`src/rtl/tinker_pkg.sv`:
```
// Shared types and constants for the Tinker fetch path.
// Latency: n/a (types only).
// Backpressure: n/a.
package tinker_pkg;

    localparam int          INST_W       = 32;
    localparam logic [63:0] START_PC_DEF = 64'h2000;

    typedef struct packed {
        logic [63:0]       pc;
        logic [INST_W-1:0] inst;
    } fetch_entry_t;

    localparam int ENTRY_W = $bits(fetch_entry_t);

endpackage

```
`src/rtl/tinker_fetch_fifo.sv`:
```
// Generic synchronous FIFO with flush, occupancy count and async active-low reset.
// Latency: a pushed entry is visible at pop_dat on the next cycle.
// Backpressure: push into a full FIFO is ignored unless a pop happens in the same cycle.
module tinker_fetch_fifo #(
    parameter int WIDTH = 96,
    parameter int DEPTH = 4
) (
    input  logic                     clk,
    input  logic                     reset_n,
    input  logic                     flush,
    input  logic                     push,
    input  logic [WIDTH-1:0]         push_dat,
    input  logic                     pop,
    output logic [WIDTH-1:0]         pop_dat,
    output logic                     full,
    output logic                     empty,
    output logic [$clog2(DEPTH):0]   count
);

    localparam int AW = $clog2(DEPTH);

    logic [WIDTH-1:0] mem [DEPTH];
    logic [AW-1:0]    wr_ptr;
    logic [AW-1:0]    rd_ptr;
    logic [AW:0]      cnt;
    logic             do_push;
    logic             do_pop;

    always_comb begin
        empty   = (cnt == '0);
        full    = (cnt == (AW+1)'(DEPTH));
        do_pop  = pop && !empty;
        do_push = push && (!full || do_pop);
        pop_dat = mem[rd_ptr];
        count   = cnt;
    end

    always_ff @(posedge clk or negedge reset_n) begin
        if (!reset_n) begin
            wr_ptr <= '0;
            rd_ptr <= '0;
            cnt    <= '0;
            for (int i = 0; i < DEPTH; i++) begin
                mem[i] <= '0;
            end
        end else if (flush) begin
            wr_ptr <= '0;
            rd_ptr <= '0;
            cnt    <= '0;
        end else begin
            if (do_push) begin
                mem[wr_ptr] <= push_dat;
                wr_ptr      <= wr_ptr + 1'b1;
            end
            if (do_pop) begin
                rd_ptr <= rd_ptr + 1'b1;
            end
            cnt <= cnt + (AW+1)'(do_push) - (AW+1)'(do_pop);
        end
    end

endmodule

```
`src/rtl/tinker_fetch.sv`:
```
// Tinker instruction fetch: PC, credit-limited memory requests, in-order prefetch buffer, redirect/halt.
// Latency: response to inst_valid 1 cycle (0 with TINKER_FETCH_BYPASS_EN defined).
// Backpressure: requests stop when buffered + live outstanding reaches FIFO_DEPTH; held requests stay stable.
module tinker_fetch
    import tinker_pkg::*;
#(
    parameter logic [63:0] START_PC   = START_PC_DEF,
    parameter int          FIFO_DEPTH = 4
) (
    input  logic              clk,
    input  logic              reset_n,
    output logic              mem_req_valid,
    input  logic              mem_req_ready,
    output logic [63:0]       mem_req_addr,
    input  logic              mem_rsp_valid,
    input  logic [INST_W-1:0] mem_rsp_data,
    output logic              inst_valid,
    input  logic              inst_ready,
    output logic [INST_W-1:0] inst_data,
    output logic [63:0]       inst_pc,
    input  logic              redirect_valid,
    input  logic [63:0]       redirect_pc,
    input  logic              halt
);

    localparam int AW = $clog2(FIFO_DEPTH);
    // Wide enough to keep counting dropped requests across back-to-back redirects.
    localparam int             CW      = AW + 4;
    localparam logic [CW-1:0]  OUT_CAP = CW'(4 * FIFO_DEPTH);

    typedef enum logic [1:0] {BOOT, FETCH, HALTED} state_t;

    state_t        state, state_nxt;
    logic [63:0]   pc, pc_nxt, pc_base, redir_tgt;
    logic [63:0]   rsp_pc, rsp_pc_nxt;
    logic [63:0]   req_addr_nxt;
    logic          req_vld_nxt;
    logic          req_stale, req_stale_nxt;
    logic [CW-1:0] out_cnt, out_nxt;
    logic [CW-1:0] drop_cnt, drop_nxt;
    logic [CW-1:0] live_nxt, fifo_cnt_nxt;
    logic          req_acc, port_free, fetch_en, credit_ok, issue;
    logic          rsp_live, bypass;
    logic          fifo_push, fifo_pop, fifo_full, fifo_empty;
    logic [AW:0]   fifo_count;
    fetch_entry_t  push_ent, head_ent;

    tinker_fetch_fifo #(
        .WIDTH (ENTRY_W),
        .DEPTH (FIFO_DEPTH)
    ) u_fifo (
        .clk      (clk),
        .reset_n  (reset_n),
        .flush    (redirect_valid),
        .push     (fifo_push),
        .push_dat (push_ent),
        .pop      (fifo_pop),
        .pop_dat  (head_ent),
        .full     (fifo_full),
        .empty    (fifo_empty),
        .count    (fifo_count)
    );

    always_comb begin
        redir_tgt = redirect_pc & ~64'h3;
        rsp_live  = mem_rsp_valid && (drop_cnt == '0) && !redirect_valid;
`ifdef TINKER_FETCH_BYPASS_EN
        bypass    = rsp_live && fifo_empty;
`else
        bypass    = 1'b0;
`endif
        inst_valid = !fifo_empty || bypass;
        inst_data  = bypass ? mem_rsp_data : head_ent.inst;
        inst_pc    = bypass ? rsp_pc       : head_ent.pc;

        push_ent.pc   = rsp_pc;
        push_ent.inst = mem_rsp_data;
        fifo_pop      = inst_ready && !fifo_empty;
        fifo_push     = rsp_live && !(bypass && inst_ready);
        // Live responses are sequential from the last redirect target.
        rsp_pc_nxt    = redirect_valid ? redir_tgt : (rsp_live ? rsp_pc + 64'd4 : rsp_pc);
    end

    always_comb begin
        req_acc   = mem_req_valid && mem_req_ready;
        port_free = !mem_req_valid || mem_req_ready;
        out_nxt   = out_cnt + CW'(req_acc) - CW'(mem_rsp_valid);

        if (redirect_valid) begin
            drop_nxt = out_nxt;
        end else begin
            drop_nxt = drop_cnt + CW'(req_acc && req_stale)
                                - CW'(mem_rsp_valid && (drop_cnt != '0));
        end

        req_stale_nxt = req_stale;
        if (req_acc) begin
            req_stale_nxt = 1'b0;
        end else if (redirect_valid && mem_req_valid) begin
            req_stale_nxt = 1'b1;
        end

        live_nxt     = out_nxt - drop_nxt;
        fifo_cnt_nxt = redirect_valid ? '0
                     : CW'(fifo_count) + CW'(fifo_push) - CW'(fifo_pop);
        credit_ok    = ((fifo_cnt_nxt + live_nxt) < CW'(FIFO_DEPTH)) && (out_nxt < OUT_CAP);
    end

    always_comb begin
        state_nxt = state;
        unique case (state)
            BOOT:   state_nxt = FETCH;
            FETCH:  if (halt && !redirect_valid) state_nxt = HALTED;
            HALTED: if (redirect_valid || !halt) state_nxt = FETCH;
            default: state_nxt = BOOT;
        endcase

        fetch_en     = (state != BOOT) && (state_nxt == FETCH);
        issue        = port_free && fetch_en && credit_ok;
        pc_base      = redirect_valid ? redir_tgt : pc;
        pc_nxt       = issue ? pc_base + 64'd4 : pc_base;
        req_vld_nxt  = port_free ? issue : 1'b1;
        req_addr_nxt = issue ? pc_base : mem_req_addr;
    end

    always_ff @(posedge clk or negedge reset_n) begin
        if (!reset_n) begin
            state         <= BOOT;
            pc            <= START_PC;
            rsp_pc        <= START_PC;
            mem_req_valid <= 1'b0;
            mem_req_addr  <= START_PC;
            req_stale     <= 1'b0;
            out_cnt       <= '0;
            drop_cnt      <= '0;
        end else begin
            state         <= state_nxt;
            pc            <= pc_nxt;
            rsp_pc        <= rsp_pc_nxt;
            mem_req_valid <= req_vld_nxt;
            mem_req_addr  <= req_addr_nxt;
            req_stale     <= req_stale_nxt;
            out_cnt       <= out_nxt;
            drop_cnt      <= drop_nxt;
        end
    end

    a_no_overflow: assert property (@(posedge clk) disable iff (!reset_n)
        !(fifo_push && fifo_full && !fifo_pop));

endmodule

```
`config.mk`:
```
export PLATFORM = sky130hd
export DESIGN_NAME = tinker_fetch
export DESIGN_NICKNAME = d
export VERILOG_FILES = /design/src/rtl/tinker_pkg.sv /design/src/rtl/tinker_fetch_fifo.sv /design/src/rtl/tinker_fetch.sv
export SDC_FILE = /design/constraint.sdc
export NUM_CORES = 1
export LEC_CHECK = 0
export ABC_AREA = 0
export BUFFER_PORTS_ARGS = -buffer_cell sky130_fd_sc_hd__buf_2
export CORE_UTILIZATION = 60
export DETAILED_ROUTE_END_ITERATION = 8
export PLACE_DENSITY = 0.8
export SYNTH_ARGS = -nofsm -noshare
export SYNTH_HDL_FRONTEND = slang
export SYNTH_HIERARCHICAL = 1
export SYNTH_SLANG_ARGS = --single-unit
export TNS_END_PERCENT = 10
```
`constraint.sdc`:
```
create_clock -name clk -period 6.8 [get_ports clk]
set_input_delay 0 -clock clk [delete_from_list [all_inputs] [get_ports clk]]
set_output_delay 0 -clock clk [all_outputs]
set_load 0.01 [all_outputs]
```
==> impl_results.md <==
- Final TNS setup: 0 ns
- Critical-path maximum fanout: 11
- Critical Path AT: 6.88 ns
- Layout Skew: 0.0178 ns
- Vias in the first global route: 21000
- H-tree lvl count: 2
- Final Wtd Congestion: 0.906
- Pwr/cell area: 339 nW/µm²
- Outcome: completed
- Fill count: 3127
- Layout cell share with drive strength beyond 1: 34.9%
- Clk slew on worst S/H paths: 0.06 ns
- Post-CTS setup buffers: 0
- Initial DRC Count: 1382
- Non-Filler Instances: 3233
- Fin crit period: 6.40 ns
- Static Leakage: 0.0160 µW
- Final WS setup: 0.402 ns
- YS warnings: 6
- DR WL/cell: 22.4 µm
- Critical path type: flop to flop
- Fin. max-slew vios: 0
- GRT Overall Usage: 29.9%
- Core area: 47900 µm²
- Final period utilization: 94.1%
- Final Hold Fails: 0
- Root Driver: clkbuf_16
- Vias per cell: 6.15
- Peak VDD IR: 299 µV
- Pre-CTS setup slack: 0.773 ns
- # hold bufs at CTS: 106
- Residual DRC count: 0
- Area Overhead vs Synth: 16.4%
- TritonCTS Buffers: 61
- Die area: 49700 µm²
- Chip Height: 223 µm
- Unrepaired setup endpoints after global routing: false
- Antenna-violating nets left: 0
- Final HPWL from detailed placement: 46400 µm
- Initial Utilization: 61.0%
- Hold slack: 0.0299 ns
- Fin nets: 2718
- Final Setup Violations: 0
- Post-cts resize count: 0
- Die width: 223 µm
- Vias: 19900
- Worst Tran Pin Value: 1.06 ns
- WL final: 72500 µm
- Syn Inst Count: 2237
- CP Data Required Time: 7.28 ns
- Latest clock arrival within the worst-skew pair: 0.62 ns
- Syn Area/Cell: 13.1 µm²
- Post-Syn Area: 29300 µm²
- Port buffer count: 262
- Cells after DPL: 3020
- Max Clk Rate: 156 MHz
- HP Class: input port to asynchronous set/reset pin
- Max Root-Sink Buffers: 3
- Max Cap Viol: 0
- First-pass GRT wire length: 117000 µm
- Gr ovfl total: 0
- Startpoint Class: flop
- Reg area: 15000 µm²
- Max_slew headroom: 28.7%
- CTS tree: yes
- Setup crit end kind: flop
- Largest net degree at the start of global routing: 170
- Fin util: 71.1%
- DRT Pass-1 Iters: 6
- I/O pin count: 265
- Number of cell rows: 80
- Multi-input combinational cell area: 13500 µm²
- Clock sink total: 597
- Initial antenna violation count: 1
[power by group]
part           switching, µW  internal (µW)
logic                   2470           1500
registers                281           3950
clock network           1390           1950
total                   4140           7400
[layout make-up]
cell class | instances | area share [%]
Sequential cell | 597 | 43.9
Tap cell | 615 | 2.26
Antenna cell | 2 | 0.0147
Timing Repair Buffer | 396 | 7.85
Clock inverter | 16 | 0.474
Multi-Input combinational cell | 1472 | 39.7
Inverter | 46 | 0.507
Clock buffer | 89 | 5.35
[path summary, 6_finish.rpt]
kind / startpoint / end / slack (ns) / depth (start not counted)
setup / recovery: drop_cnt[2] / pc[26] / 0.40 / 22
hold / removal: reset_n / u_fifo/mem[230] / 0.03 / 2
setup reg to reg: drop_cnt[2] / pc[26] / 0.40 / 22
hold reg to reg: mem_req_addr[13] / mem_req_addr[13] / 0.45 / 2
max in group asynchronous: reset_n / pc[40] / 5.28 / 3
min in group clk: mem_rsp_valid / rsp_pc[10] / 0.03 / 4
[routing by layer]
| metal | up-vias | track usage, % | wire (µm) |
|---|---|---|---|
| met1 | 10200 | 41.3 | 30900 |
| met4 | 0 | 9.34 | 1900 |
| met2 | 762 | 48.2 | 34800 |
| met5 | - | 0 | 0 |
| met3 | 141 | 5.44 | 4870 |
| li1 | 8751 | - | - |
[cell usage in the layout (no fill, tap or decap), types with 52 or more instances in the layout]
cell,n
nand2_1,215
dfrtp_1,592
nand3_1,52
xnor2_1,71
mux4_2,96
dlygate4sd3_1,106
o21ai_0,124
nor2_1,53
clkbuf_16,63
buf_2,260
mux2_4,120
mux2_2,268
xor2_1,62
[sequential cells by signal, summed over array words and instances (netlist names)]
| signal | cells |
|---|---|
| u_fifo/mem | 384 |
| mem_req_addr | 64 |
| pc | 64 |
| rsp_pc | 62 |
| drop_cnt | 6 |
| out_cnt | 6 |
| u_fifo/count | 3 |
| state | 2 |
| u_fifo/rd_ptr | 2 |
| u_fifo/wr_ptr | 2 |
| mem_req_valid | 1 |
| req_stale | 1 |
[critical path, stage by stage, from the launching register on]
cell and delay (ns):
dfrtp_1 0.38, inv_1 0.09, ha_1 0.14, and4bb_2 0.27, nor2b_1 0.06, ha_1 0.28
inv_1 0.05, ha_1 0.15, inv_1 0.05, fa_1 0.39, xor2_1 0.18, nor2_1 0.06
a21oi_1 0.24, fa_1 0.44, ha_1 0.38, a2111oi_0 0.60, a2bb2oi_1 0.21, nor3_2 0.34
o21ai_1 0.41, a2111oi_1 0.72, xnor2_1 0.18, dlygate4sd3_1 0.56, mux2i_1 0.07
[metrics by stage]
stage          power [µW]  area, µm²
6_report            11500      34100
5_1_grt             12100      34100
4_1_cts             11500      34100
3_5_place_dp         8120      31000
3_3_place_gp         7960      31000
2_1_floorplan        6920      29300
Note: power is estimated with default switching activity, not from simulation.
